File: src/rtl/mig_jtag_tap_if.sv
// JTAG pin bundle and USER data-register hooks for mig_jtag_tap.
// The master side is the remote-bitbang driver; the slave side is the TAP.
interface mig_jtag_tap_if;
    logic        tck;
    logic        tms;
    logic        tdi;
    logic        trstn;
    logic        tdo;
    logic        tdo_en;
    logic [31:0] user_dr_in;
    logic [31:0] user_dr_out;
    logic        user_dr_capture;
    logic        user_dr_update;

    modport master (
        output tck, tms, tdi, trstn, user_dr_in,
        input  tdo, tdo_en, user_dr_out, user_dr_capture, user_dr_update
    );

    modport slave (
        input  tck, tms, tdi, trstn, user_dr_in,
        output tdo, tdo_en, user_dr_out, user_dr_capture, user_dr_update
    );
endinterface

File: src/rtl/mig_jtag_tap.sv
// IEEE 1149.1 TAP responder with IDCODE, BYPASS and a 32-bit USER data register.
// All JTAG pins are oversampled and edge-detected in the single clk domain.
module mig_jtag_tap #(
    parameter logic [31:0] IDCODE   = 32'h1000_0CF1,
    parameter int          IR_WIDTH = 5
) (
    input logic           clk,
    input logic           rstn,
    mig_jtag_tap_if.slave tap
);

    // Standard 1149.1 state encoding, so the value is recognisable in a waveform.
    localparam logic [3:0] TLR      = 4'hF;
    localparam logic [3:0] RTI      = 4'hC;
    localparam logic [3:0] SEL_DR   = 4'h7;
    localparam logic [3:0] CAP_DR   = 4'h6;
    localparam logic [3:0] SH_DR    = 4'h2;
    localparam logic [3:0] EX1_DR   = 4'h1;
    localparam logic [3:0] PAUSE_DR = 4'h3;
    localparam logic [3:0] EX2_DR   = 4'h0;
    localparam logic [3:0] UPD_DR   = 4'h5;
    localparam logic [3:0] SEL_IR   = 4'h4;
    localparam logic [3:0] CAP_IR   = 4'hE;
    localparam logic [3:0] SH_IR    = 4'hA;
    localparam logic [3:0] EX1_IR   = 4'h9;
    localparam logic [3:0] PAUSE_IR = 4'hB;
    localparam logic [3:0] EX2_IR   = 4'h8;
    localparam logic [3:0] UPD_IR   = 4'hD;

    // Any opcode other than these two behaves as BYPASS.
    localparam logic [IR_WIDTH-1:0] IR_IDCODE = IR_WIDTH'(5'h01);
    localparam logic [IR_WIDTH-1:0] IR_USER   = IR_WIDTH'(5'h10);

    logic [1:0]          tckSync_q;
    logic [1:0]          tmsSync_q;
    logic [1:0]          tdiSync_q;
    logic [1:0]          trstnSync_q;
    logic                tckPrev_q;

    logic [3:0]          tapState_q,  tapState_d;
    logic [IR_WIDTH-1:0] ir_q,        ir_d;
    logic [IR_WIDTH-1:0] irShift_q,   irShift_d;
    logic [31:0]         drShift_q,   drShift_d;
    logic                bypass_q,    bypass_d;
    logic [31:0]         userOut_q,   userOut_d;
    logic                capture_q,   capture_d;
    logic                update_q,    update_d;
    logic                tdo_q,       tdo_d;
    logic                tdoEn_q,     tdoEn_d;

    logic                tckRise;
    logic                tckFall;
    logic                tmsS;
    logic                tdiS;
    logic                trstnS;
    logic                isIdcode;
    logic                isUser;
    logic                isBypass;
    logic [3:0]          stateNext;

    assign tckRise  = tckSync_q[1] & ~tckPrev_q;
    assign tckFall  = ~tckSync_q[1] & tckPrev_q;
    assign tmsS     = tmsSync_q[1];
    assign tdiS     = tdiSync_q[1];
    assign trstnS   = trstnSync_q[1];

    assign isIdcode = (ir_q == IR_IDCODE);
    assign isUser   = (ir_q == IR_USER);
    assign isBypass = ~(isIdcode | isUser);

    always_comb begin
        stateNext = TLR;
        case (tapState_q)
            TLR:      stateNext = tmsS ? TLR      : RTI;
            RTI:      stateNext = tmsS ? SEL_DR   : RTI;
            SEL_DR:   stateNext = tmsS ? SEL_IR   : CAP_DR;
            CAP_DR:   stateNext = tmsS ? EX1_DR   : SH_DR;
            SH_DR:    stateNext = tmsS ? EX1_DR   : SH_DR;
            EX1_DR:   stateNext = tmsS ? UPD_DR   : PAUSE_DR;
            PAUSE_DR: stateNext = tmsS ? EX2_DR   : PAUSE_DR;
            EX2_DR:   stateNext = tmsS ? UPD_DR   : SH_DR;
            UPD_DR:   stateNext = tmsS ? SEL_DR   : RTI;
            SEL_IR:   stateNext = tmsS ? TLR      : CAP_IR;
            CAP_IR:   stateNext = tmsS ? EX1_IR   : SH_IR;
            SH_IR:    stateNext = tmsS ? EX1_IR   : SH_IR;
            EX1_IR:   stateNext = tmsS ? UPD_IR   : PAUSE_IR;
            PAUSE_IR: stateNext = tmsS ? EX2_IR   : PAUSE_IR;
            EX2_IR:   stateNext = tmsS ? UPD_IR   : SH_IR;
            UPD_IR:   stateNext = tmsS ? SEL_DR   : RTI;
            default:  stateNext = TLR;
        endcase
    end

    // Capture, shift and update all act on the rise that leaves the state, so
    // the USER pulses line up with the clk in which the FSM moves on.
    always_comb begin
        tapState_d = tapState_q;
        ir_d       = ir_q;
        irShift_d  = irShift_q;
        drShift_d  = drShift_q;
        bypass_d   = bypass_q;
        userOut_d  = userOut_q;
        capture_d  = 1'b0;
        update_d   = 1'b0;
        tdo_d      = tdo_q;
        tdoEn_d    = tdoEn_q;

        if (!trstnS) begin
            tapState_d = TLR;
            ir_d       = IR_IDCODE;
        end else begin
            if (tapState_q == TLR) begin
                ir_d = IR_IDCODE;
            end
            if (tckRise) begin
                tapState_d = stateNext;
                case (tapState_q)
                    CAP_IR: irShift_d = IR_WIDTH'(1);
                    SH_IR:  irShift_d = {tdiS, irShift_q[IR_WIDTH-1:1]};
                    UPD_IR: ir_d      = irShift_q;
                    CAP_DR: begin
                        if (isIdcode) begin
                            drShift_d = IDCODE;
                        end else if (isUser) begin
                            drShift_d = tap.user_dr_in;
                            capture_d = 1'b1;
                        end else begin
                            bypass_d  = 1'b0;
                        end
                    end
                    SH_DR: begin
                        if (isBypass) begin
                            bypass_d  = tdiS;
                        end else begin
                            drShift_d = {tdiS, drShift_q[31:1]};
                        end
                    end
                    UPD_DR: begin
                        if (isUser) begin
                            userOut_d = drShift_q;
                            update_d  = 1'b1;
                        end
                    end
                    default: ;
                endcase
            end
        end

        // TDO only moves on a fall so it is settled long before the next rise.
        if (tckFall) begin
            tdoEn_d = (tapState_q == SH_IR) || (tapState_q == SH_DR);
            if (tapState_q == SH_IR) begin
                tdo_d = irShift_q[0];
            end else if (tapState_q == SH_DR) begin
                tdo_d = isBypass ? bypass_q : drShift_q[0];
            end
        end
    end

    always_ff @(posedge clk or negedge rstn) begin
        if (!rstn) begin
            tckSync_q   <= '0;
            tmsSync_q   <= '0;
            tdiSync_q   <= '0;
            trstnSync_q <= '0;
            tckPrev_q   <= 1'b0;
            tapState_q  <= TLR;
            ir_q        <= IR_IDCODE;
            irShift_q   <= '0;
            drShift_q   <= '0;
            bypass_q    <= 1'b0;
            userOut_q   <= '0;
            capture_q   <= 1'b0;
            update_q    <= 1'b0;
            tdo_q       <= 1'b0;
            tdoEn_q     <= 1'b0;
        end else begin
            tckSync_q   <= {tckSync_q[0], tap.tck};
            tmsSync_q   <= {tmsSync_q[0], tap.tms};
            tdiSync_q   <= {tdiSync_q[0], tap.tdi};
            trstnSync_q <= {trstnSync_q[0], tap.trstn};
            tckPrev_q   <= tckSync_q[1];
            tapState_q  <= tapState_d;
            ir_q        <= ir_d;
            irShift_q   <= irShift_d;
            drShift_q   <= drShift_d;
            bypass_q    <= bypass_d;
            userOut_q   <= userOut_d;
            capture_q   <= capture_d;
            update_q    <= update_d;
            tdo_q       <= tdo_d;
            tdoEn_q     <= tdoEn_d;
        end
    end

    assign tap.tdo             = tdo_q;
    assign tap.tdo_en          = tdoEn_q;
    assign tap.user_dr_out     = userOut_q;
    assign tap.user_dr_capture = capture_q;
    assign tap.user_dr_update  = update_q;

endmodule
File: src/flat_wrapper.sv
// flat-port wrapper written by rule: the top's interface ports become plain ports
module mig_jtag_tap_flat 
#(
    parameter logic [31:0] IDCODE   = 32'h1000_0CF1,
    parameter int          IR_WIDTH = 5
)
  (clk, rstn, tap_tck, tap_tms, tap_tdi, tap_trstn, tap_user_dr_in, tap_tdo, tap_tdo_en, tap_user_dr_out, tap_user_dr_capture, tap_user_dr_update);
  mig_jtag_tap_if tap_i ();
  input logic clk;
  input logic rstn;
  input wire logic [$bits(tap_i.tck)-1:0] tap_tck;
  input wire logic [$bits(tap_i.tms)-1:0] tap_tms;
  input wire logic [$bits(tap_i.tdi)-1:0] tap_tdi;
  input wire logic [$bits(tap_i.trstn)-1:0] tap_trstn;
  input wire logic [$bits(tap_i.user_dr_in)-1:0] tap_user_dr_in;
  output wire logic [$bits(tap_i.tdo)-1:0] tap_tdo;
  output wire logic [$bits(tap_i.tdo_en)-1:0] tap_tdo_en;
  output wire logic [$bits(tap_i.user_dr_out)-1:0] tap_user_dr_out;
  output wire logic [$bits(tap_i.user_dr_capture)-1:0] tap_user_dr_capture;
  output wire logic [$bits(tap_i.user_dr_update)-1:0] tap_user_dr_update;
  assign tap_i.tck = tap_tck;
  assign tap_i.tms = tap_tms;
  assign tap_i.tdi = tap_tdi;
  assign tap_i.trstn = tap_trstn;
  assign tap_i.user_dr_in = tap_user_dr_in;
  assign tap_tdo = tap_i.tdo;
  assign tap_tdo_en = tap_i.tdo_en;
  assign tap_user_dr_out = tap_i.user_dr_out;
  assign tap_user_dr_capture = tap_i.user_dr_capture;
  assign tap_user_dr_update = tap_i.user_dr_update;
  mig_jtag_tap #(.IDCODE(IDCODE), .IR_WIDTH(IR_WIDTH)) u_core (.clk(clk), .rstn(rstn), .tap(tap_i));
endmodule
File: config.mk
export PLATFORM = sky130hd
export DESIGN_NAME = mig_jtag_tap_flat
export DESIGN_NICKNAME = d
export VERILOG_FILES = /design/src/rtl/mig_jtag_tap_if.sv /design/src/rtl/mig_jtag_tap.sv /design/src/flat_wrapper.sv
export SDC_FILE = /design/constraint.sdc
export NUM_CORES = 1
export LEC_CHECK = 0
export ABC_CLOCK_PERIOD_IN_PS = 2370
export CORE_AREA = 2 2 90 92
export DETAILED_ROUTE_END_ITERATION = 8
export DIE_AREA = 0 0 92 94
export GPL_TIMING_DRIVEN = 0
export HOLD_SLACK_MARGIN = 0.05
export PLACE_DENSITY = 0.78
export SLEW_MARGIN = 20
export SYNTH_ARGS = -nofsm -noshare
export SYNTH_HDL_FRONTEND = slang
export SYNTH_SLANG_ARGS = --single-unit
File: constraint.sdc
create_clock -name clk -period 2.37 [get_ports clk]
set_input_delay 0.3555 -clock clk [delete_from_list [all_inputs] [get_ports clk]]
set_output_delay 0.3555 -clock clk [all_outputs]
set_load 0.03 [all_outputs]
==> results.py <==
metrics = {
    "placement": {
        "place.gp.congestion": 0.830,
        "port_buffers": 73,
        "placed_cell_area_mm2": 0.00475,
        "dpl.hpwl_um": 5830,
        "pre_cts_ws_ns": 0.00566,
        "dp.cells": 505,
    },
    "die": {
        "fp-row-count": 32,
        "die_y_um": 94,
        "die_x_um": 92,
        "fp.dieArea_mm2": 0.00865,
        "coreArea_mm2": 0.00761,
        "io_pins": 74,
        "start_util_pct": 50.8,
    },
    "setup_path": {
        "r2r_setup_slack_ns": 0.16,
        "worstSetupEndpointType": "flip-flop",
        "path_max_fanout": 10,
        "r2r_end": "u_core.tap.user_dr_out[25]",
        "crit_path_end": "u_core.tap.user_dr_out[25]",
        "slowest_stage": "dfstp_2",
        "path_class": "flip-flop to flip-flop",
        "required_ns": 2.62,
        "cp_data_arrival_time_ns": 2.47,
        "rr_worst_depth": 5,
        "cp_slowest_stage_delay_ns": 0.53,
        "crit_start": "u_core.tapState_q[2]",
        "start_kind": "flip-flop",
        "path_cells": "clkbuf_1, nand4_1, nor4_4, buf_6, mux2_2",
        "worstReg2RegStart": "u_core.tapState_q[2]",
    },
    "drt": {
        "remaining_drc_errors": 0,
        "first_pass_iters": 4,
        "avgViaCountPerCell": 5.49,
        "wl_per_cell_um": 16.1,
        "routed_wl_um": 8410,
        "ant_nets": 0,
        "drtIter0Drc": 157,
        "dr_total_vias": 2878,
    },
    "power": {
        "power.internal_mw": 2.11,
        "comb_power_share_pct": 7.6,
        "finalPower_mw": 2.83,
        "power.density_mw_per_mm2": 570,
        "clkPwrFrac_pct": 34.4,
        "power_leakage_nw": 2.17,
        "p_seq_share_pct": 58.0,
        "power_switching_mw": 0.721,
        "peakVddDrop_uv": 353,
        "swShare_pct": 25.5,
    },
    "synth": {
        "syn_avg_cell_area_um2": 11.7,
        "synth_cells": 329,
        "yosys_warnings": 0,
        "synth.area.top_cells": "dfrtp_1 56%, mux2_2 9.6%, a22oi_1 4.5%, a21oi_1 3.8%, dfstp_2 3.4%",
        "yosysMostFrequentCell": "dfrtp_1",
        "synth_fp_nets": 367,
        "synth_edf_count": 0,
        "synth_top_cell_area_share_pct": 56.3,
        "netlist_area_mm2": 0.00386,
        "async_flop_share_pct": 100,
        "ys_seq_elements": 92,
        "ys_seq_area_share_pct": 59.7,
        "synth_cell_type_count": 38,
        "synth_ff_type": "dfrtp_1",
        "synthTopCellsByCount": "87 x dfrtp_1, 33 x mux2_2, 30 x nor2_1",
        "yosysTopAreaCell": "dfrtp_1",
    },
    "timing": {
        "rsz0062_at_grt": "no",
        "setup_viol": 0,
        "min_period_over_period_pct": 93.4,
        "timing.final.ws_setup_ns": 0.155,
        "skew_ns": 0.0129,
        "relSlewSlack_pct": 54.7,
        "max_freq_mhz": 452,
        "hold_slack_ns": 0.355,
        "fin_crit_ns": 2.21,
        "tightest_slew_ns": 0.677,
        "final_hold_viol_count": 0,
        "final.setup.tns_ns": 0,
        "drv_slew": 0,
    },
    "finish": {
        "instances_no_fill": 524,
        "fin_area_mm2": 0.00497,
        "antennaDiodeCount": 0,
        "drive_gt1_share_pct": 18.7,
        "finish.utilization_pct": 65.4,
        "syn_to_final_growth_pct": 28.7,
        "finalNetCount": 455,
    },
    "cts": {
        "cts_sinks": 92,
        "cts_max_path_buffers": 2,
        "path_clk_slew_ns": 0.09,
        "cts_buffers": 9,
        "htree_levels": 3,
        "cts_tree": "yes",
        "cts_root_buffer": "clkbuf_8",
        "clk_latency_ns": 0.37,
    },
    "global_route": {
        "grt_max_degree": 63,
        "grt_usage_pct": 21.0,
        "grt_first_pass_wirelength_um": 14200,
        "grt_antenna_before_repair": 0,
        "overflow": 0,
        "grt_pass1_vias": 2883,
    },
    "job": {
        "cap_viol_max_count": 0,
    },
    "run_status": {
        "status": "complete, no violations",
    },
    "worst_hold_path": {
        "min_path_type": "flip-flop to flip-flop",
    },
}
-- registers in the layout, summed over array words and instances, names as in the netlist --
| name | cells |
|---|---|
| u_core.irShift_q | 5 |
| u_core.drShift_q | 32 |
| u_core.tap.user_dr_capture | 1 |
| u_core.tckSync_q | 2 |
| u_core.tap.user_dr_out | 32 |
| u_core.tap.tdo_en | 1 |
| u_core.ir_q | 5 |
| u_core.tap.tdo | 1 |
| u_core.tckPrev_q | 1 |
| u_core.trstnSync_q | 2 |
| u_core.tmsSync_q | 2 |
| u_core.tapState_q | 4 |
| u_core.tap.user_dr_update | 1 |
| u_core.bypass_q | 1 |
| u_core.tdiSync_q | 2 |
-- worst min path at each step --
stage	cells after the start	endpoint	from	slack (ns)
final	0	u_core.trstnSync_q[1]	u_core.trstnSync_q[0]	0.36
after global routing	0	u_core.tmsSync_q[1]	u_core.tmsSync_q[0]	0.37
after CTS	0	u_core.trstnSync_q[1]	u_core.trstnSync_q[0]	0.36
after detailed placement	1	u_core.tckSync_q[0]	rstn	0.25
after global placement	0	u_core.trstnSync_q[1]	u_core.trstnSync_q[0]	0.33
after floorplan	0	u_core.bypass_q	rstn	0.06
-- power by group through the flow --
stage	sequential, mW	clock, mW	combinational (mW)
after global routing	1.65	1.07	0.241
after CTS	1.64	1.00	0.216
after global placement	1.67	0	0.203
after floorplan	1.67	0	0.0810
after detailed placement	1.67	0	0.212
final	1.64	0.975	0.216
-- layout make-up --
type / count / area, um^2
clock inverters: 7 / 57.6
fillers: 581 / 2630
repair buffers: 77 / 785
multi-input cells: 201 / 1390
plain buffers: 21 / 121
flip-flops and latches: 92 / 2310
well taps: 102 / 128
clock buffers: 9 / 124
inverters: 15 / 56.3
-- critical path, delay by kind of cell, from the launching register on --
kind	cells	cell delay, ns
and+or+nand+nor	2	0.68
buffers and inverters	2	0.56
DFF	1	0.53
muxes	1	0.34
-- kinds of logic after synthesis --
family                    Yosys count  share of synthesized area, %
xor gates and xnor gates            1                         0.227
and+or+nand+nor                    74                          10.5
DFF                                92                          59.7
muxes                              37                          10.7
buffers and inverters              36                          4.50
AOI/OAI and AO/OA                  89                          14.4
-- placed cells by master, fill, tap and decap left out, types with 2 or more instances in the layout --
cell type        count
nor2_1              30
nand2_1             10
buf_4                3
nand3_1              2
dfrtp_1             87
o21ai_1              5
o21ai_0             16
mux2i_1              4
clkbuf_2             3
a21o_1               2
o221ai_1             8
nor3_1               2
and2_1               5
nand3b_1             5
nor4_4               2
nand4_1              2
a22oi_1             23
inv_6                2
dfstp_2              5
inv_1               15
a21oi_1             29
mux2_2              33
clkinvlp_4           2
clkdlybuf4s50_1     72
a32oi_1              2
buf_6                4
clkbuf_8             9
nand2b_1             5
buf_2               10
clkbuf_1             4
and3_1               3
-- layer usage --
metal	wire [um]	track usage [%]	vias to the layer above	share of wire [%]
met5	0	0	-	0
met4	194	10.2	0	2.3
met1	3680	28.4	1404	44
met2	4080	32.8	105	49
met3	455	4.17	15	5.4
li1	-	-	1354	-
-- what timing repair did --
item                       in CTS  in global routing
pin swaps                       0                  1
setup endpoints to repair       2                 33
gates resized for setup         1                  5
hold endpoints to repair       30                  0
hold buffers                    1                  0
setup buffers                   0                  2
Power figures use the tool's default switching activity.
